--- src/rtl/timer_pkg.sv ---
// Shared types and helpers for the interval timer bank.
// Channel FSM states, run modes and a millisecond-to-tick conversion.
package timer_pkg;

    typedef enum logic [1:0] {
        T_IDLE    = 2'd0,
        T_RUN     = 2'd1,
        T_EXPIRED = 2'd2
    } tmr_state_e;

    typedef enum logic {
        T_ONESHOT  = 1'b0,
        T_PERIODIC = 1'b1
    } tmr_mode_e;

    function automatic longint unsigned ticks_from_ms(input longint unsigned ms,
                                                      input longint unsigned clk_hz);
        return (ms * clk_hz) / 64'd1000;
    endfunction

endpackage

--- src/rtl/timer_channel.sv ---
// One interval timer: run/expire FSM, up-counter, and its own period/mode registers.
//  state     | meaning
//  T_IDLE    | stopped, counter 0
//  T_RUN     | counting while enable is high
//  T_EXPIRED | one-shot finished, counter parked at period-1
module timer_channel
    import timer_pkg::*;
#(
    parameter int unsigned CNT_W         = 28,
    parameter int unsigned DEFAULT_TICKS = 200_000_000
) (
    input  logic             clock,
    input  logic             reset,
    input  logic             cfg_we,
    input  logic [CNT_W-1:0] cfg_period,
    input  logic             cfg_mode,
    input  logic             start,
    input  logic             stop,
    input  logic             enable,
    input  logic             clear_done,
    output logic             done_pulse,
    output logic             done_flag,
    output logic             busy,
    output logic [CNT_W-1:0] count
);

    tmr_state_e       r_state;
    tmr_mode_e        r_mode;
    logic [CNT_W-1:0] r_count;
    logic [CNT_W-1:0] r_period;
    logic             r_done_pulse;
    logic             r_done_flag;

    logic             w_terminal;
    logic [CNT_W-1:0] w_period_wr;

    // Compare against the stored period so a shrink below the current count fires at once.
    assign w_terminal  = (r_state == T_RUN) && enable && (r_count >= r_period - CNT_W'(1));
    assign w_period_wr = (cfg_period == '0) ? CNT_W'(1) : cfg_period;

    always_ff @(posedge clock) begin
        if (reset) begin
            r_state      <= T_IDLE;
            r_mode       <= T_ONESHOT;
            r_count      <= '0;
            r_period     <= CNT_W'(DEFAULT_TICKS);
            r_done_pulse <= 1'b0;
            r_done_flag  <= 1'b0;
        end else begin
            r_done_pulse <= 1'b0;
            if (clear_done) begin
                r_done_flag <= 1'b0;
            end
            if (stop) begin
                r_state <= T_IDLE;
                r_count <= '0;
            end else if (start) begin
                r_state <= T_RUN;
                r_count <= '0;
                if (w_terminal) begin
                    r_done_pulse <= 1'b1;
                    r_done_flag  <= 1'b1;
                end
            end else if (w_terminal) begin
                r_done_pulse <= 1'b1;
                r_done_flag  <= 1'b1;
                if (r_mode == T_PERIODIC) begin
                    r_count <= '0;
                end else begin
                    r_state <= T_EXPIRED;
                    r_count <= r_period - CNT_W'(1);
                end
            end else if ((r_state == T_RUN) && enable) begin
                r_count <= r_count + CNT_W'(1);
            end
            if (cfg_we) begin
                r_period <= w_period_wr;
                r_mode   <= tmr_mode_e'(cfg_mode);
            end
        end
    end

    assign done_pulse = r_done_pulse;
    assign done_flag  = r_done_flag;
    assign busy       = (r_state == T_RUN);
    assign count      = r_count;

endmodule

--- src/rtl/interval_timer_bank.sv ---
// Bank of independent interval timers sharing one configuration port.
// Decodes cfg_ch into per-channel write strobes and registers the selected counter for readback.
module interval_timer_bank
    import timer_pkg::*;
#(
    parameter int unsigned CLK_HZ        = 100_000_000,
    parameter int unsigned NUM_CH        = 4,
    parameter int unsigned CNT_W         = 28,
    parameter int unsigned DEFAULT_TICKS = 32'(ticks_from_ms(64'd2000, 64'(CLK_HZ))),
    localparam int unsigned CH_W         = (NUM_CH > 1) ? $clog2(NUM_CH) : 1
) (
    input  logic              clock,
    input  logic              reset,
    input  logic              cfg_we,
    input  logic [CH_W-1:0]   cfg_ch,
    input  logic [CNT_W-1:0]  cfg_period,
    input  logic              cfg_mode,
    input  logic [NUM_CH-1:0] start,
    input  logic [NUM_CH-1:0] stop,
    input  logic [NUM_CH-1:0] enable,
    input  logic [NUM_CH-1:0] clear_done,
    output logic [NUM_CH-1:0] done_pulse,
    output logic [NUM_CH-1:0] done_flag,
    output logic [NUM_CH-1:0] busy,
    output logic [CNT_W-1:0]  rd_count
);

    logic [CNT_W-1:0] w_counts [NUM_CH];
    logic [CNT_W-1:0] r_rd_count;

    for (genvar g = 0; g < NUM_CH; g++) begin : g_ch
        logic w_ch_we;
        assign w_ch_we = cfg_we && (cfg_ch == CH_W'(g));

        timer_channel #(
            .CNT_W         (CNT_W),
            .DEFAULT_TICKS (DEFAULT_TICKS)
        ) u_channel (
            .clock      (clock),
            .reset      (reset),
            .cfg_we     (w_ch_we),
            .cfg_period (cfg_period),
            .cfg_mode   (cfg_mode),
            .start      (start[g]),
            .stop       (stop[g]),
            .enable     (enable[g]),
            .clear_done (clear_done[g]),
            .done_pulse (done_pulse[g]),
            .done_flag  (done_flag[g]),
            .busy       (busy[g]),
            .count      (w_counts[g])
        );
    end

    always_ff @(posedge clock) begin
        if (reset) begin
            r_rd_count <= '0;
        end else begin
            r_rd_count <= w_counts[cfg_ch];
        end
    end

    assign rd_count = r_rd_count;

endmodule

--- config.mk ---
export PLATFORM = sky130hd
export DESIGN_NAME = interval_timer_bank
export DESIGN_NICKNAME = d
export VERILOG_FILES = /design/src/rtl/timer_pkg.sv /design/src/rtl/timer_channel.sv /design/src/rtl/interval_timer_bank.sv
export SDC_FILE = /design/constraint.sdc
export NUM_CORES = 1
export LEC_CHECK = 0
export CAP_MARGIN = 40
export CELL_PAD_IN_SITES_DETAIL_PLACEMENT = 0
export CELL_PAD_IN_SITES_GLOBAL_PLACEMENT = 1
export CORE_ASPECT_RATIO = 1.75
export CORE_UTILIZATION = 50
export CTS_CLUSTER_DIAMETER = 40
export DETAILED_ROUTE_END_ITERATION = 6
export HOLD_SLACK_MARGIN = 0.1
export PLACE_DENSITY = 0.91
export SYNTH_ARGS = -nofsm -noshare
export SYNTH_HDL_FRONTEND = slang
export SYNTH_SLANG_ARGS = --single-unit
--- constraint.sdc ---
create_clock -name clock -period 9.4 [get_ports clock]
set_input_delay 1.88 -clock clock [delete_from_list [all_inputs] [get_ports clock]]
set_output_delay 1.88 -clock clock [all_outputs]
set_load 0.02 [all_outputs]
[Word level (Yosys, flattened, before mapping)]
Index checks and enable logic that the tools add are counted.
Operators by class
  $add $sub $neg: 8
  $lt $le $gt $ge: 5
  equal/unequal tests: 11
  muxes and demuxes: 44
  bitwise logic cells: 5
  reduce and logical (&&, ||, !) cells: 38
Operator list (number)
  two-way mux 28 bit: 15
  adder 28 x 1 -> 28 bit, second input constant: 4
  greater-or-equal comparator 28 bit: 4
  subtractor 28 x 1 -> 28 bit, second input constant: 4
  binary-select mux 28 bit (select 2 bit): 1
  zero test 28 bit: 1
  two-way mux 1 bit: 28
  AND reduction 2 bit: 8
  nonzero test 2 bit: 8
  logical AND 1 bit: 12
  OR reduction 3 bit: 4
  equality test 2 x 1 -> 1 bit, second input constant: 5
  inequality test 2 bit, second input constant: 4
  OR reduction 2 bit: 4
  equality test 2 bit, second input constant: 2
  inverter 1 bit: 4
  greater-or-equal comparator 3 bit, second input constant: 1
  inverter 2 -> 3 bit: 1
  zero test 2 bit: 1
Word-level totals
  bits in registers: 272
  output and inout port bits: 40

[Logic depth before layout (Yosys ltp)]
Gate-level depths: netlist (run 1).
  depth in word-level cells: 5
  gate-level depth with buffers: 18

[Modules after synthesis]
From an unflattened synthesis (run 1), not the netlist that was laid out.
Second synthesis, totals
  cells, all modules: 1892
  area, all modules: 16932.5 um^2
Modules (own cells, without submodules)
  timer_channel (g_ch[1].u_channel ...): times used 2, cells an instance 432, area an instance 3812.4 um^2, seq. area each 1221.2 um^2
  timer_channel (g_ch[0].u_channel): times used 1, cells an instance 463, area an instance 4025.1 um^2, seq. area each 1221.2 um^2
  timer_channel (g_ch[3].u_channel): times used 1, cells an instance 433, area an instance 3789.9 um^2, seq. area each 1221.2 um^2
  interval_timer_bank: times used 1, cells an instance 132, area an instance 1492.7 um^2, seq. area each 560.5 um^2

[Worst setup path after synthesis (run 1)]
OpenSTA, ideal clock, no wires.
  kind: reg-to-reg
  start: reg g_ch[2].u_channel.r_period[9]
  end: reg g_ch[2].u_channel.r_count[24]
  data arrival time: 4.168 ns
  data required time: 9.297 ns
  slack: 5.128 ns
  cell stages (with the launch flop): 17
  path buffers: 2
  cell sequence: dfxtp_1 -> or4_1 -> buf_2 -> or3_4 -> nor2_1 -> nand3b_1 -> xnor2_1 -> inv_1 -> ha_1 -> a21o_1 -> a221o_1 -> a221oi_1 -> o21a_1 -> clkbuf_1 -> nand2_1 -> o221a_1 -> a2111oi_2
On the way
  word-level cells in the longest chain between the ends: 4
  elaborated cells on any way between the ends: 6
RTL lines
  from (decl): line timer_channel.sv:30  | logic [CNT_W-1:0] r_period;
  from (signal assigned): line timer_channel.sv:46  | r_period <= CNT_W'(DEFAULT_TICKS);
  from (signal assigned): line timer_channel.sv:77  | r_period <= w_period_wr;
  subtractor 28 x 1 -> 28 bit (*): line timer_channel.sv:38, timer_channel.sv:71
  greater-or-equal comparator 28 bit: line timer_channel.sv:38  | assign w_terminal = (r_state == T_RUN) && enable && (r_count >= r_period - CNT_W'(1));
  logical AND 1 bit: line timer_channel.sv:38
  two-way mux 28 bit / nonzero test 2 bit (equally long branches)
  to (signal assigned): line timer_channel.sv:71  | r_count <= r_period - CNT_W'(1);
  to (signal assigned): line timer_channel.sv:74  | r_count <= r_count + CNT_W'(1);
  to (decl): line timer_channel.sv:29  | logic [CNT_W-1:0] r_count;
Mark *: on every way between the ends. The rest lies on a longest branch, timed or not.
A chain may end at the register's enable or synchronous reset.

[Worst setup path after layout (run 1)]
  start: reg g_ch[2].u_channel.r_period[2]
  end: reg g_ch[2].u_channel.r_count[10]
The elaborated chain is that of the path after synthesis.

==> run summary, run 1 <==
### Logic synthesis
- **dominant synthesized flop cell** dfxtp_1
- **number of enable flip-flop cells after synthesis** 0
- **number of instances in the synthesized netlist** 2178
- **warnings from Yosys** 0
- **part of the Yosys area used for sequential elements** 0.310
- **Yosys cell types** 81
- **synthesized flop and latch total** 272
- **top cells by area in the synthesized netlist** dfxtp_1 (31%), ha_1 (8.6%), nand2_1 (7.1%)
- **Avg Inst Size Synth** 8.06 um^2
- **number of nets in the synthesized netlist** 2348
- **most common cell in the synthesized netlist** nand2_1
- **proportion of register bits with asynchronous set or reset after synthesis** 0
- **netlist area before placement** 17600 um^2
- **post-synth top area cell** dfxtp_1
- **top cells by count, synth** nand2_1 (332), dfxtp_1 (272), a21oi_1 (185), nor2_1 (151), ha_1 (120)
- **share of the synthesized area in the top cell type** 0.310

### Detailed routing
- **drt drc** 2
- **routed len/inst** 23.9 um
- **vias** 17500
- **antenna-violating nets left** 0
- **Via density** 6.52
- **Iter 0 DRT Violations** 1349
- **drt first pass iters** 7
- **Detailed Route WL** 64.4 mm

### Clocking
- **number of buffers inserted during clock tree synthesis** 37
- **clock latency of the later-clocked register in the worst-skew pair** 0.55 ns
- **post-CTS sizing** 0
- **setup bufs post-CTS** 0
- **TritonCTS clock tree** yes
- **Max Buffers Root-to-Sink** 3
- **Clk pin slew, worst setup/hold paths** 0.06 ns
- **cts hold-fix bufs** 0
- **maximum level of the CTS H-tree** 2
- **buffer cell driving the clock tree root** clkbuf_16
- **Clock Sinks** 272

### Worst setup path
- **destination of the critical timing path** g_ch[2].u_channel.count[10]
- **Critical path origin** g_ch[2].u_channel.r_period[2]
- **Worst setup SP type** register
- **Worst setup EP type** register
- **Reg2Reg Launch Point** g_ch[2].u_channel.r_period[2]
- **highest-delay cell along the critical path** nor4_1
- **Worst path most repeated cell** nor2_1
- **critical path required time** 9.83 ns
- **cells along the critical path** nor4_1 -> nand3_1 -> nor2_1 -> nand3b_1 -> xnor2_1 -> inv_1 -> ha_1 -> a21o_1 -> a221o_1 -> a221oi_1 -> o211ai_1 -> nor2_1 -> mux2_2 -> o311a_1
- **end of the worst register-to-register path** g_ch[2].u_channel.count[10]
- **worst endpoint data arrival time** 5.73 ns
- **type of the setup path with the least slack** reg2reg
- **cells on worst reg2reg path** 14
- **Reg2Reg Setup Slack** 4.10 ns
- **highest fanout seen on the critical path** 10
- **Worst path max stage delay** 0.78 ns

### Floorplanning
- **die footprint** 35900 um^2
- **Die Width** 144 um
- **IO Pins** 90
- **vertical die dimension** 250 um
- **core region area** 34600 um^2
- **effective utilization at floorplan** 0.508
- **number of placement rows** 90

### Timing
- **timing-limited maximum frequency** 189 MHz
- **count of final setup violators** 0
- **final count of pins violating max slew** 0
- **setup repair after global routing missed its margin** false
- **worst slew margin relative to its limit** 0.303
- **worst path setup slack after routing** 4.10 ns
- **Sum Neg Setup Slack** 0 ns
- **fin crit share** 0.564
- **count of final hold-check violations** 0
- **slew at the pin closest to its max-slew limit** 1.03 ns
- **time the final worst path needs with I/O delays and setup** 5.30 ns
- **Setup Skew** 0.0201 ns

### Status
- **run status** complete, but fails checks
- **violated checks** DRC

### Power and ir drop
- **leakage** 7.52 nW
- **worst ir drop on vdd** 0.149 mV
- **power density over the cells** 149 nW/um^2

### Placed design
- **pre-CTS worst setup slack** 4.16 ns
- **GP Congestion** 1.01
- **HPWL reported at the end of detailed placement** 48.5 mm
- **port bufs** 89

### Hold path
- **worst hold path class** reg2reg
- **origin of the worst min-delay path** g_ch[0].u_channel.r_state[1]

### Global routing
- **gr ovfl total** 0
- **vias in the first global route** 17300
- **largest net degree at the start of global routing** 96
- **global-route wire length before repair** 98.6 mm
- **global-route usage over all layers** 0.366
- **initial antenna violation count** 5

### Layout
- **number of nets in the layout** 2373
- **share of layout cells above drive strength 1** 0.0780
- **area overhead of the layout relative to synthesis** 14.2%
- **filler cell count** 3177

### Job
- **number of maximum-capacitance violations** 0

-- worst min path at each step --
stage                                         to  depth (start not counted)  slack (ns)
CTS                 g_ch[0].u_channel.r_state[1]                          2        0.45
floorplan           g_ch[0].u_channel.r_state[1]                          2        0.43
finish              g_ch[0].u_channel.r_state[1]                          2        0.45
global route        g_ch[0].u_channel.r_state[1]                          2        0.47
global placement    g_ch[1].u_channel.r_state[1]                          2        0.44
detailed placement  g_ch[0].u_channel.r_state[1]                          2        0.44
-- per-layer routing --
metal,GRT usage,part of all wire,up-vias
li1,-,-,8058
met1,0.380,0.34,8246
met2,0.597,0.47,862
met3,0.0695,0.074,366
met4,0.371,0.12,8
met5,0,0.00093,-
-- cell usage in the layout, fill, tap and decap left out, types with 19 or more instances in the layout --
cell type and instances:
a211oi_1 26, nor4_1 46, buf_4 24, o21ai_0 68, inv_1 32, xor2_1 45, mux4_2 28, nor3_1 69
clkbuf_16 39, a21oi_1 185, and3_1 35, xnor2_1 78, or3_1 20, ha_1 120, nand2_1 332, nor2b_1 39
nand3b_1 55, nand3_1 76, clkdlybuf4s50_1 87, nor2_1 150, a31oi_1 19, nand4_1 39, o22ai_1 27, dfxtp_1 272
-- power breakdown --
group / switching, mW / internal (mW) / leakage, nW
clock: 0.607 / 0.857 / 0.623
combinational: 0.205 / 0.116 / 4.70
sequential: 0.0304 / 1.17 / 2.20
-- cells by family (layout without fill, tap and decap cells) --
kind of cell | Yosys count | after routing | synth area share
and+or+nand+nor | 965 | 965 | 0.280
AOI/OAI and AO/OA | 488 | 488 | 0.179
DFF | 272 | 272 | 0.310
buffers and inverters | 167 | 220 | 0.0386
xor gates and xnor gates | 123 | 123 | 0.0614
adders and majority gates | 120 | 120 | 0.0855
muxes | 43 | 43 | 0.0445
other | 0 | 1 | 0
-- flip-flops by register name, indices dropped and copies added, names as in the netlist --
signal,count
g_ch.u_channel.done_flag,4
g_ch.u_channel.done_pulse,4
g_ch.u_channel.r_period,112
rd_count,28
g_ch.u_channel.r_state,8
g_ch.u_channel.count,112
g_ch.u_channel.r_mode,4
-- worst max-delay path, delay by kind of cell, from the launching register on --
kind | cells | cell delay, ns
flip-flops | 1 | 0.35
multiplexers | 1 | 0.41
buffers and inverters | 1 | 0.07
AND/OR/NAND/NOR | 5 | 2.37
XOR/XNOR | 1 | 0.23
AO/OA/AOI/OAI | 5 | 1.45
adder cells (fa/ha/maj) | 1 | 0.29
-- area by class of cell --
type | instances | area [um^2] | area share
antenna | 1 | 2.50 | 0.000125
clock buffer | 42 | 1020 | 0.0507
clock inverter | 25 | 260 | 0.0130
inverter | 32 | 120 | 0.00599
multi-input combinational | 1739 | 11400 | 0.570
sequential | 272 | 5450 | 0.271
tap | 460 | 576 | 0.0287
timing repair buffer | 121 | 1200 | 0.0596
-- per-stage QoR --
step           instance area, um^2  hold slack (ns)  utilization  power (mW)  std cells
2_1_floorplan                17600            0.426            -        1.42       2178
3_3_place_gp                 18600            0.437        0.539        1.53       2614
3_5_place_dp                 18800            0.441        0.543        1.54       2624
4_1_cts                      20100            0.450        0.580        3.00       2691
5_1_grt                      20100            0.474        0.580        3.07       2691
6_report                     20100            0.449        0.580        2.99       2692
No activity file was read; power rests on OpenSTA's default activity.
==> run 2, diff against run 1 <==
--- a/config.mk
+++ b/config.mk
@@ -9,11 +9,11 @@
 export CELL_PAD_IN_SITES_DETAIL_PLACEMENT = 0
 export CELL_PAD_IN_SITES_GLOBAL_PLACEMENT = 1
 export CORE_ASPECT_RATIO = 1.75
-export CORE_UTILIZATION = 50
+export CORE_UTILIZATION = 46
 export CTS_CLUSTER_DIAMETER = 40
 export DETAILED_ROUTE_END_ITERATION = 6
 export HOLD_SLACK_MARGIN = 0.1
-export PLACE_DENSITY = 0.91
+export PLACE_DENSITY = 0.85
 export SYNTH_ARGS = -nofsm -noshare
 export SYNTH_HDL_FRONTEND = slang
 export SYNTH_SLANG_ARGS = --single-unit
==> constraint.sdc (replaced) <==
create_clock -name clock -period 5.47 [get_ports clock]
set_input_delay 1.094 -clock clock [delete_from_list [all_inputs] [get_ports clock]]
set_output_delay 1.094 -clock clock [all_outputs]
set_load 0.02 [all_outputs]
==> run summary, run 2 (synthesized netlist as in run 1, its figures left out) <==
### Layout
- **final core area utilization** 0.535, -0.0454
- **number of nets in the layout** 2376, +0.13%
- **share of layout cells above drive strength 1** 0.0784, +0.000378
- **highest-count cells in the layout ignoring fill and taps** nand2_1 (332), dfxtp_1 (272), a21oi_1 (185), nor2_1 (150), ha_1 (120)
- **area overhead of the layout relative to synthesis** 14.7%
- **final std cell area, no fill** 20100 um^2, +0.36%
- **most common cell after layout, fill and taps aside** nand2_1
- **number of cells in the finished layout apart from fillers** 2714, +0.82%

### Clocking
- **Max Buffers Root-to-Sink** 3, unchanged
- **post-CTS sizing** 0, unchanged
- **cts hold-fix bufs** 0, unchanged
- **number of buffers inserted during clock tree synthesis** 36, -2.7%
- **Clock Sinks** 272, unchanged
- **maximum level of the CTS H-tree** 2, unchanged
- **buffer cell driving the clock tree root** clkbuf_16
- **Clk pin slew, worst setup/hold paths** 0.06 ns, about the same
- **TritonCTS clock tree** yes
- **clock latency of the later-clocked register in the worst-skew pair** 0.55 ns, about the same
- **setup bufs post-CTS** 0, unchanged

### Global routing
- **vias in the first global route** 16900, -2.3%
- **gr ovfl total** 0, unchanged
- **largest net degree at the start of global routing** 89, -7.3%
- **met2 demand-to-capacity share in global routing** 0.598, +0.00157
- **initial antenna violation count** 1, -4
- **met1 GRT Util** 0.354, -0.0256
- **global-route usage over all layers** 0.344, -0.0212
- **met3 track demand over resource in global routing** 0.0430, -0.0264
- **global-route wire length before repair** 100 mm, +1.8%
- **Most Used Layer, Global Route** met2

### Power and ir drop
- **fraction of power consumed by sequential logic** 0.397, -0.006
- **portion of total power attributed to combinational logic** 0.109, +0.002
- **power spent charging and discharging nets** 1.46 mW, +74%
- **leakage** 7.55 nW, +0.36%
- **switching share of power** 0.280, -0.00193
- **worst ir drop on vdd** 0.226 mV, +52%
- **Int Pwr** 3.77 mW, +75%
- **power density over the cells** 260 nW/um^2, +74%
- **proportion of power drawn by the clock network** 0.494, +0.004

### Detailed routing
- **drt drc** 0, -2
- **routed len/inst** 24.5 um, +2.7%
- **vias** 17500, -0.36%
- **drt first pass iters** 6, -1
- **Iter 0 DRT Violations** 1440, +6.7%
- **Detailed Route WL** 66.6 mm, +3.5%
- **antenna-violating nets left** 0, unchanged
- **Via density** 6.44, -1.2%

### Floorplanning
- **number of placement rows** 94, +4.4%
- **Die Width** 150 um, +4.2%
- **vertical die dimension** 260 um, +4.2%
- **IO Pins** 90, unchanged
- **die footprint** 39000 um^2, +8.6%
- **core region area** 37600 um^2, +8.9%
- **effective utilization at floorplan** 0.466, -0.0414

### Placed design
- **HPWL reported at the end of detailed placement** 51.5 mm, +6.2%
- **placed instance area** 18800 um^2, +0.21%
- **GP Congestion** 1.00, -0.38%
- **port bufs** 89, unchanged
- **Placed Cells** 2648, +0.91%

### Timing
- **timing-limited maximum frequency** 197 MHz, +4.6%
- **count of final setup violators** 0, unchanged
- **slew at the pin closest to its max-slew limit** 0.934 ns, -0.0959 ns
- **Sum Neg Setup Slack** 0 ns, unchanged
- **final count of pins violating max slew** 0, unchanged
- **Setup Skew** 0.0303 ns, +0.0102 ns
- **worst slew margin relative to its limit** 0.369, +0.0654
- **count of final hold-check violations** 0, unchanged
- **tightest hold margin** 0.445 ns, -0.00490 ns
- **setup repair after global routing missed its margin** false
- **fin crit share** 0.927, +0.362
- **time the final worst path needs with I/O delays and setup** 5.07 ns, -0.235 ns

### Worst setup path
- **highest-delay cell along the critical path** a221oi_1
- **worst endpoint data arrival time** 5.52 ns, -0.21 ns
- **highest fanout seen on the critical path** 8, -2
- **logic depth of the worst setup path including buffers** 14, unchanged
- **type of the setup path with the least slack** reg2reg
- **cells on worst reg2reg path** 14, unchanged
- **critical path required time** 5.93 ns, -3.90 ns
- **Worst Path Buf+Inv** 1, unchanged
- **Worst path max stage delay** 0.69 ns, -0.09 ns
- **cells along the critical path** or4_1 -> or3_4 -> nor2_1 -> nand3b_1 -> xnor2_1 -> inv_1 -> ha_1 -> a21o_1 -> a221o_1 -> a221oi_1 -> o21ai_0 -> nor2_1 -> a21oi_1 -> a221oi_1
- **Worst setup SP type** register
- **Crit path max-delay family** compound AO/OA/AOI/OAI gates
- **Worst setup EP type** register

### Hold path
- **cell count of the worst hold path** 2, unchanged
- **worst hold path class** reg2reg

### Job
- **number of maximum-capacitance violations** 0, unchanged

### Status
- **run status** finished, final reports clean

## run 2: cell types whose count changed in the layout (fill, tap and decap cells not counted), moves of 2 or more
cell	previous run	this run
buf_16	2	0
buf_2	3	1
buf_4	24	30
bufinv_16	2	4
clkinv_4	7	2
clkinv_8	0	3
inv_8	4	2
## run 2: worst paths after layout
path,from,end,slack [ns]
setup / recovery,g_ch[2].u_channel.r_period[9],g_ch[2].u_channel.count[25],0.40
hold / removal,g_ch[0].u_channel.r_state[1],g_ch[0].u_channel.r_state[1],0.44
setup reg to reg,g_ch[2].u_channel.r_period[9],g_ch[2].u_channel.count[25],0.40
hold reg to reg,g_ch[0].u_channel.r_state[1],g_ch[0].u_channel.r_state[1],0.44
## run 2: worst min-delay path: stages, from the launching register on
cell,delay (ns)
dfxtp_1,0.31
inv_1,0.05
a21oi_1,0.05
## run 2: metal layers
metal | wire (um) | vias up
met1 | 23200 | 8354
met5 | 32 | -
met2 | 32700 | 751
met4 | 7060 | 2
met3 | 3580 | 287
li1 | - | 8083
## run 2: power groups by stage
stage / Clock (mW) / Sequential [mW] / Combinational, mW
2_1_floorplan: 0 / 2.10 / 0.341
3_3_place_gp: 0 / 2.12 / 0.542
3_5_place_dp: 0 / 2.12 / 0.557
4_1_cts: 2.60 / 2.07 / 0.559
5_1_grt: 2.68 / 2.08 / 0.606
6_report: 2.58 / 2.08 / 0.568
## run 2: cell type report
class / count / area, um^2
tap: 480 / 601
sequential: 272 / 5450
multi-input combinational: 1739 / 11400
clock inverter: 22 / 299
fill: 3619 / 17500
timing repair buffer: 125 / 1210
antenna: 1 / 2.50
inverter: 32 / 120
clock buffer: 43 / 1010
## run 2: metrics by stage
stage / power, mW / setup WS, ns
detailed placement: 2.67 / 0.594
global route: 5.36 / 0.177
finish: 5.23 / 0.402
global placement: 2.66 / 0.663
CTS: 5.23 / 0.585
floorplan: 2.44 / 1.20
